===== src/rtl/shift_reg_pkg.sv =====
// Shared definitions for the universal shift register: operation codes and
// the per-bit next-value select used between the top level and its bit cells.
package shift_reg_pkg;

  localparam int MODE_W = 3;

  localparam logic [MODE_W-1:0] MODE_HOLD  = 3'd0;
  localparam logic [MODE_W-1:0] MODE_SHL   = 3'd1;
  localparam logic [MODE_W-1:0] MODE_SHR   = 3'd2;
  localparam logic [MODE_W-1:0] MODE_ASR   = 3'd3;
  localparam logic [MODE_W-1:0] MODE_ROL   = 3'd4;
  localparam logic [MODE_W-1:0] MODE_ROR   = 3'd5;
  localparam logic [MODE_W-1:0] MODE_LOAD  = 3'd6;
  localparam logic [MODE_W-1:0] MODE_CLEAR = 3'd7;

  // SEL_LO takes the value of the next lower bit, SEL_HI the next higher bit.
  typedef enum logic [1:0] {
    SEL_HOLD = 2'd0,
    SEL_LO   = 2'd1,
    SEL_HI   = 2'd2,
    SEL_LOAD = 2'd3
  } sel_e;

endpackage


===== src/rtl/shift_reg_cell.sv =====
// One register bit: synchronous-reset flop with enable and a four-way
// next-value mux (hold, lower neighbour, higher neighbour, load bit).
module shift_reg_cell
  import shift_reg_pkg::*;
#(
  parameter logic RST_BIT = 1'b0
) (
  input  logic clk_i,
  input  logic reset_i,
  input  logic en_i,
  input  sel_e sel_i,
  input  logic lo_nb_i,
  input  logic hi_nb_i,
  input  logic load_bit_i,
  output logic q_o
);

  logic q_q;
  logic q_d;

  always_comb begin
    q_d = q_q;
    unique case (sel_i)
      SEL_HOLD: q_d = q_q;
      SEL_LO:   q_d = lo_nb_i;
      SEL_HI:   q_d = hi_nb_i;
      SEL_LOAD: q_d = load_bit_i;
    endcase
  end

  always_ff @(posedge clk_i) begin
    if (reset_i) begin
      q_q <= RST_BIT;
    end else if (en_i) begin
      q_q <= q_d;
    end
  end

  assign q_o = q_q;

endmodule


===== src/rtl/shift_reg_univ.sv =====
// Universal WIDTH-bit register: hold, shifts, rotates, load and clear, with
// serial ports at both ends for chaining and serial/parallel conversion.
module shift_reg_univ
  import shift_reg_pkg::*;
#(
  parameter int                 WIDTH     = 8,
  parameter logic [WIDTH-1:0]   RESET_VAL = '0
) (
  input  logic              clk,
  input  logic              reset,
  input  logic              en,
  input  logic [MODE_W-1:0] mode,
  input  logic [WIDTH-1:0]  d,
  input  logic              ser_in_lsb,
  input  logic              ser_in_msb,
  output logic [WIDTH-1:0]  q,
  output logic              ser_out_msb,
  output logic              ser_out_lsb
);

  if (WIDTH < 2) begin : g_width_check
    $fatal(1, "shift_reg_univ: WIDTH must be at least 2");
  end

  sel_e             sel;
  logic             lo_in;
  logic             hi_in;
  logic [WIDTH-1:0] load_val;
  logic [WIDTH-1:0] lo_nb;
  logic [WIDTH-1:0] hi_nb;
  logic [WIDTH-1:0] q_q;

  // End-bit substitutions: lo_in feeds bit 0, hi_in feeds the top bit.
  always_comb begin
    sel      = SEL_HOLD;
    lo_in    = ser_in_lsb;
    hi_in    = ser_in_msb;
    load_val = d;
    case (mode)
      MODE_SHL: sel = SEL_LO;
      MODE_SHR: sel = SEL_HI;
      MODE_ASR: begin
        sel   = SEL_HI;
        hi_in = q_q[WIDTH-1];
      end
      MODE_ROL: begin
        sel   = SEL_LO;
        lo_in = q_q[WIDTH-1];
      end
      MODE_ROR: begin
        sel   = SEL_HI;
        hi_in = q_q[0];
      end
      MODE_LOAD: sel = SEL_LOAD;
      MODE_CLEAR: begin
        sel      = SEL_LOAD;
        load_val = '0;
      end
      default: sel = SEL_HOLD;
    endcase
  end

  assign lo_nb = {q_q[WIDTH-2:0], lo_in};
  assign hi_nb = {hi_in, q_q[WIDTH-1:1]};

  for (genvar i = 0; i < WIDTH; i++) begin : g_cell
    shift_reg_cell #(
      .RST_BIT(RESET_VAL[i])
    ) u_cell (
      .clk_i     (clk),
      .reset_i   (reset),
      .en_i      (en),
      .sel_i     (sel),
      .lo_nb_i   (lo_nb[i]),
      .hi_nb_i   (hi_nb[i]),
      .load_bit_i(load_val[i]),
      .q_o       (q_q[i])
    );
  end

  assign q           = q_q;
  assign ser_out_msb = q_q[WIDTH-1];
  assign ser_out_lsb = q_q[0];

endmodule


===== config.mk =====
export PLATFORM = sky130hd
export DESIGN_NAME = shift_reg_univ
export DESIGN_NICKNAME = d
export VERILOG_FILES = /design/src/rtl/shift_reg_pkg.sv /design/src/rtl/shift_reg_cell.sv /design/src/rtl/shift_reg_univ.sv
export SDC_FILE = /design/constraint.sdc
export NUM_CORES = 1
export LEC_CHECK = 0
export CAP_MARGIN = 20
export CORE_MARGIN = 2
export CORE_UTILIZATION = 40
export CTS_BUF_LIST = sky130_fd_sc_hd__clkbuf_2 sky130_fd_sc_hd__clkbuf_4 sky130_fd_sc_hd__clkbuf_8
export CTS_CLUSTER_SIZE = 16
export DETAILED_ROUTE_END_ITERATION = 10
export PLACE_DENSITY = 0.71
export SKIP_CTS_REPAIR_TIMING = 1
export SLEW_MARGIN = 5
export SYNTH_ARGS = -nofsm -noshare
export SYNTH_HDL_FRONTEND = slang
export SYNTH_SLANG_ARGS = --single-unit

===== constraint.sdc =====
create_clock -name clk -period 1.3 [get_ports clk]
set_input_delay 0.26 -clock clk [delete_from_list [all_inputs] [get_ports clk]]
set_output_delay 0.26 -clock clk [all_outputs]
set_load 0.02 [all_outputs]

==> impl_metrics.ini <==
[routing]
post_drt_wl_per_cell_um = 12.8
firstDrtPassIters = 4
antenna_left = 0
route.detailed.drc = 0
routed_wl_mm = 2.00
via_per_inst = 5.35
num_vias = 834
drtIter0Drc = 26

[worst_setup_path]
path_class = in -> reg
path_buf_inv = 1
worst_setup_path_start_kind = input pin
cpPeakStageDelay_ps = 540
end_kind = register
worstReg2RegEnd = g_cell[1].u_cell.q_o
crit-reg2reg-launch = g_cell[0].u_cell.q_o
cp_slowest_cell = clkdlybuf4s50_1
worstPathArrival_ps = 1360
crit_family = buffers and inverters
path_cells = clkdlybuf4s50_1 > o31a_4 > nor2_1 > a2111oi_2
rrSetupSlack_ps = 280
rr_worst_depth = 3
critPathRequiredTime_ps = 1450
cp_max_fo = 7

[logic_synthesis]
synth_top_area_share = 0.203
yosysUniqueCellTypes = 36
synth_nets = 108
synthCells = 92
yosys.area.top_type = dfxtp_1
ys_ff_latch = 8
syn-cell-area_um2 = 788
seq_area_frac_synth = 0.203
yosys-top-cells-area = dfxtp_1 (20%), and3b_1 (11%), buf_4 (9.5%)
syn-mean-instance-area_um2 = 8.57
yosysWarnings = 0

[final_layout]
stdcell_count = 156
fin_nets = 147
n_antenna_cell = 0
nFillCells = 165
design_area_mm2 = 0.00121
drive_above_1_share = 0.264
areaGrowthSynthToFinish_pct = 53.0
largest_reg_flops = 8

[floorplan]
dieWidth_um = 48.4
rows = 16
ios = 26
die_h_um = 48.4
die_area_mm2 = 0.00234
core-area_mm2 = 0.00190
initial_core_util = 0.414

[place]
placedCellCount = 152
hpwlAfterDp_mm = 1.55
gp_congestion = 0.832
dpl_cell_area_mm2 = 0.00113
numPortBuffers = 25

[clock_network]
cts_root_buffer = clkbuf_4
htree_num_levels = 1
cts_sinks = 8
insertion_delay_ps = 250
clk_path_buf_depth = 2
cts_tree = built
numCtsBuffers = 3
clk_pin_slew_ps = 70

[hold_path]
min_to = g_cell[0].u_cell.q_o
hp-class = in -> reg
min-delay-start = mode[2]
min_path_cells = 5

[outcome]
status = finished, final reports clean

[timing]
worst_clock_skew_ps = 11.1
worst_slew_pin_slew_ps = 352
post-route-period-util = 0.927
maxSlewViolCount = 0
fin_hold_ws_ps = 611
setup_viol = 0
slew_headroom = 0.765
layout_min_cycle_time_ps = 1210
grt_setup_unrepaired = false
fmax_mhz = 830
finalHoldViolations = 0

[global_routing]
overflow = 0
grt_pass1_vias = 785
antenna_found_initial = 0
gr-usage-all-layers = 0.179
grt_pass1_wl_mm = 3.37
grt_max_degree = 12

[pwr]
p_per_area_mw_per_mm2 = 675
irDropWorstVdd_mv = 0.368
p_leak_nw = 0.684

[flow_run]
cap_violations = 0
==> layout make-up <==
cell class	count	area, um^2	share of cell area
Inverter	1	3.75	0.00311
Multi-Input combinational cell	67	510	0.423
Tap cell	27	33.8	0.0280
Clock buffer	3	22.5	0.0187
Timing Repair Buffer	50	475	0.394
Sequential cell	8	160	0.133
==> layout by cell type (no fill, tap or decap), types with 2 or more instances in the layout <==
master,synthesis,final
clkbuf_4,0,3
clkdlybuf4s50_1,0,12
nor2b_1,6,6
nand2_1,3,3
nor2_1,6,6
o21ai_1,6,6
dfxtp_1,8,8
a311oi_1,5,5
buf_4,10,22
a21boi_0,5,5
a31oi_1,5,5
and3b_1,10,10
buf_6,3,2
dlymetal6s2s_1,0,13
==> metal layers <==
layer	up-vias	track usage	wire length, um
li1	418	-	-
met1	395	0.215	940
met2	21	0.315	949
met3	0	0.0401	108
met4	0	0.0619	0
met5	-	0	0
==> stage by stage <==
| stage | utilization | setup WS [ps] | total power, mW | setup TNS [ps] |
|---|---|---|---|---|
| floorplan | - | 188 | 0.480 | 0 |
| global placement | 0.595 | -428 | 0.618 | -3130 |
| detailed placement | 0.595 | -463 | 0.623 | -3350 |
| CTS | 0.607 | -200 | 0.824 | -2890 |
| global route | 0.634 | 38.1 | 0.866 | 0 |
| finish | 0.634 | 94.6 | 0.815 | 0 |
==> cells by family (layout without fill, tap and decap cells) <==
| kind of cell | Yosys count | after routing | share of synthesized area |
|---|---|---|---|
| multiplexers | 1 | 1 | 0.0286 |
| AO/OA/AOI/OAI | 32 | 32 | 0.305 |
| XOR/XNOR | 2 | 2 | 0.0222 |
| flip-flops | 8 | 8 | 0.203 |
| buffers and inverters | 17 | 54 | 0.159 |
| AND/OR/NAND/NOR | 32 | 32 | 0.283 |
==> Yosys cell counts, drive strengths merged <==
cell type,count
buf,15
and3b,10
dfxtp,8
o21ai,7
nor2,6
nor2b,6
a21boi,5
a311oi,5
a31oi,5
nand2,3
and2b,2
o31a,2
a2111oi,1
a211o,1
a222oi,1
a41oi,1
and3,1
clkbuf,1
inv,1
mux2i,1
nand4b,1
nor3,1
nor4b,1
o21bai,1
o22ai,1
o2bb2ai,1
o311ai,1
or2,1
xnor2,1
xor2,1
==> report_power, final <==
part           switching (mW)  internal (mW)  leakage (nW)
sequential            0.00872          0.264        0.0661
clock                  0.0910          0.106        0.0138
combinational           0.154          0.191         0.604
==> worst reg2reg max path, stage by stage (launching register included) <==
cell and delay [ps]:
dfxtp_1 310, buf_4 140, nor4b_1 350, a2111oi_2 90
==> how the worst max path moves through the flow <==
stage,slack (ps),startpoint,endpoint,cells after the start
after floorplan,190,mode[2],g_cell[1].u_cell.q_o,4
after global placement,-430,mode[0],g_cell[1].u_cell.q_o,5
after detailed placement,-460,mode[0],g_cell[7].u_cell.q_o,5
after CTS,-200,mode[0],g_cell[7].u_cell.q_o,5
after global routing,40,en,g_cell[7].u_cell.q_o,5
final,90,en,g_cell[1].u_cell.q_o,4
No activity file was read; power rests on OpenSTA's default activity.
==> patch, RTL diff (same settings) <==
Change the package constant `MODE_W` from 3 to 6.
--- a/src/rtl/shift_reg_pkg.sv
+++ b/src/rtl/shift_reg_pkg.sv
@@ -2,7 +2,7 @@
 // the per-bit next-value select used between the top level and its bit cells.
 package shift_reg_pkg;
 
-  localparam int MODE_W = 3;
+  localparam int MODE_W = 6;
 
   localparam logic [MODE_W-1:0] MODE_HOLD  = 3'd0;
   localparam logic [MODE_W-1:0] MODE_SHL   = 3'd1;
Interface: changed (resized mode); port bits go from 26 to 29. No check against the original RTL was run, so the function may have changed too.
==> patch against the unedited design <==
  * Design area decreased by 0.52%
  * First-iteration DRC count decreased by 58%
  * Largest cell class unchanged
  * Synthesized cell count decreased by 16%
  * Non-clock buffer count unchanged
  * Sequential power decreased by 6%
  * Total power decreased by 15%
  * Maximum frequency decreased by 4.3%
  * Cell count decreased by 14%
  * Area after synthesis decreased by 12%
  * Sequential cell count unchanged
  * Setup slack got worse by 0.054 ns
  * Routed wire length decreased by 10%
==> patch: results (changes against the unedited design) <==
| Metric | Value |
|---|---|
| Adder-cell area share of the yosys netlist | `0% (unchanged)` |
| Initial antenna violation count | `0 (unchanged)` |
| Largest net degree at the start of global routing | `10 (-2)` |
| Synth top cells by count | `buf_4, nand2_1, dfxtp_1` |
| Sw frac | `28.3% (-2.9 points)` |
| Setup Skew | `0.00376 ns (-0.00731 ns)` |
| RePlAce Congestion | `0.842 (+1.2%)` |
| Type of origin of the critical path | `primary input` |
| Nets@finish | `138 (-6.1%)` |
| Area post-placement | `1050 µm² (-7.5%)` |
| Peak VDD IR | `0.266 mV (-28%)` |
| 1st-iter DRT viols | `11 (-58%)` |
| Total nets after synthesis | `96 (-11%)` |
| Clk_lat worst skew | `0.25 ns (about the same)` |
| XOR/XNOR share of the synthesized area | `1.26% (-0.96 points)` |
| Arr. time, crit path | `1.39 ns (+0.03 ns)` |
| Status | `finished, final reports clean` |
| Detail Route Antenna Nets | `0 (unchanged)` |
| Share of cells above drive strength 1 | `41.0% (+15 points)` |
| Pre-Repair DR Iteration Count | `4 (unchanged)` |
| CP max stage delay | `0.59 ns (+0.05 ns)` |
| Synth unique cells | `28 (-22%)` |
| First-pass GRT wire length | `2580 µm (-23%)` |
| Sequential area share after synthesis | `23.0% (+2.7 points)` |
| Dpl hpwl | `1330 µm (-15%)` |
| P_leak | `0.659 nW (-3.7%)` |
| Routed vias/inst | `5.37 (+0.50%)` |
| Root Driver | `clkbuf_4` |
| Hold Path Class | `primary input to flop` |
| CP max stage cell | `clkdlybuf4s50_1` |
| Wire per inst | `13.4 µm (+4.6%)` |
| Synth area leaders | `dfxtp_1, a211oi_2, a221oi_2` |
| Share of flip-flops with an asynchronous set or reset | `0% (unchanged)` |
| Post-synth top flop | `dfxtp_1` |
| CTS Buf Count | `3 (unchanged)` |
| Synth warn | `0 (unchanged)` |
| Mux contribution to synthesized area | `0% (-2.9 points)` |
| Port Buffers | `28 (+12%)` |
| GRT Util Overall | `16.9% (-1.1 points)` |
| Compound-Gate Fraction of Synth Area | `39.6% (+9.1 points)` |
| Vias in the first global route | `652 (-17%)` |
| Rel. slew slack | `69.9% (-6.6 points)` |
| Worst-path maximum fanout | `5 (-2)` |
-- patch: cell count changes after synthesis, moves of 2 or more --
cell      change
and3b_1      -10
a211oi_2      +6
nand2_1       +6
o21ai_1       -6
a21boi_0      -5
a221oi_2      +5
nor2b_1       -5
a311oi_1      -4
nand2b_1      +4
nand3b_1      +3
a31oi_1       -2
nand3_1       +2
-- patch: logic make-up (layout without fill, tap and decap cells) --
| group | count (synthesis) | count (layout) |
|---|---|---|
| AO/OA/AOI/OAI | 26 | 26 |
| buffers and inverters | 14 | 54 |
| XOR/XNOR | 1 | 1 |
| flip-flops | 8 | 8 |
| AND/OR/NAND/NOR | 28 | 28 |
-- patch: worst paths after layout --
| path | startpoint | endpoint | slack (ns) | cells past startpoint |
|---|---|---|---|---|
| worst min register to register | g_cell[4].u_cell.q_o$_SDFFE_PP0P_ | g_cell[3].u_cell.q_o$_SDFFE_PP0P_ | 0.60 | 3 |
| worst max-delay path | en | g_cell[3].u_cell.q_o$_SDFFE_PP0P_ | 0.04 | 4 |
| worst max register to register | g_cell[7].u_cell.q_o$_SDFFE_PP0P_ | g_cell[0].u_cell.q_o$_SDFFE_PP0P_ | 0.24 | 5 |
| worst min-delay path | mode[1] | g_cell[7].u_cell.q_o$_SDFFE_PP0P_ | 0.54 | 3 |
-- patch: critical path, delay by kind of cell --
family / cells / cell delay (ns)
compound gates: 3 / 0.54
buf+inv: 1 / 0.59
-- patch: cell type report --
type                    instances  area (µm²)
multi-input cells              55         503
repair buffers                 50         489
clock buffers                   3        22.5
well taps                      17        21.3
flip-flops and latches          8         160
fillers                       134         489
inverters                       1        3.75
-- patch: metal layers --
layer | routed length, µm | GRT usage [%] | part of all wire, % | vias to the layer above
li1 | - | - | - | 363
met3 | 106 | 1.59 | 5.9 | 0
met2 | 939 | 30.1 | 52 | 29
met4 | 0 | 8.00 | 0 | 0
met5 | 0 | 0 | 0 | -
met1 | 750 | 19.9 | 42 | 328
-- patch: power by group through the flow --
stage	combinational (W)	sequential, W	clock (W)
CTS	0.000222	0.000258	0.000199
floorplan	0.000101	0.000269	0
finish	0.000243	0.000257	0.000190
global route	0.000261	0.000258	0.000207
detailed placement	0.000221	0.000263	0
global placement	0.000219	0.000263	0
-- patch: metrics by stage --
step / setup WS, ns / total power (W) / cells
4_1_cts: -0.329 / 0.000678 / 132
3_3_place_gp: -0.539 / 0.000482 / 129
3_5_place_dp: -0.592 / 0.000484 / 129
6_report: 0.0410 / 0.000690 / 134
2_1_floorplan: 0.0853 / 0.000370 / 77
5_1_grt: 0.0111 / 0.000726 / 134
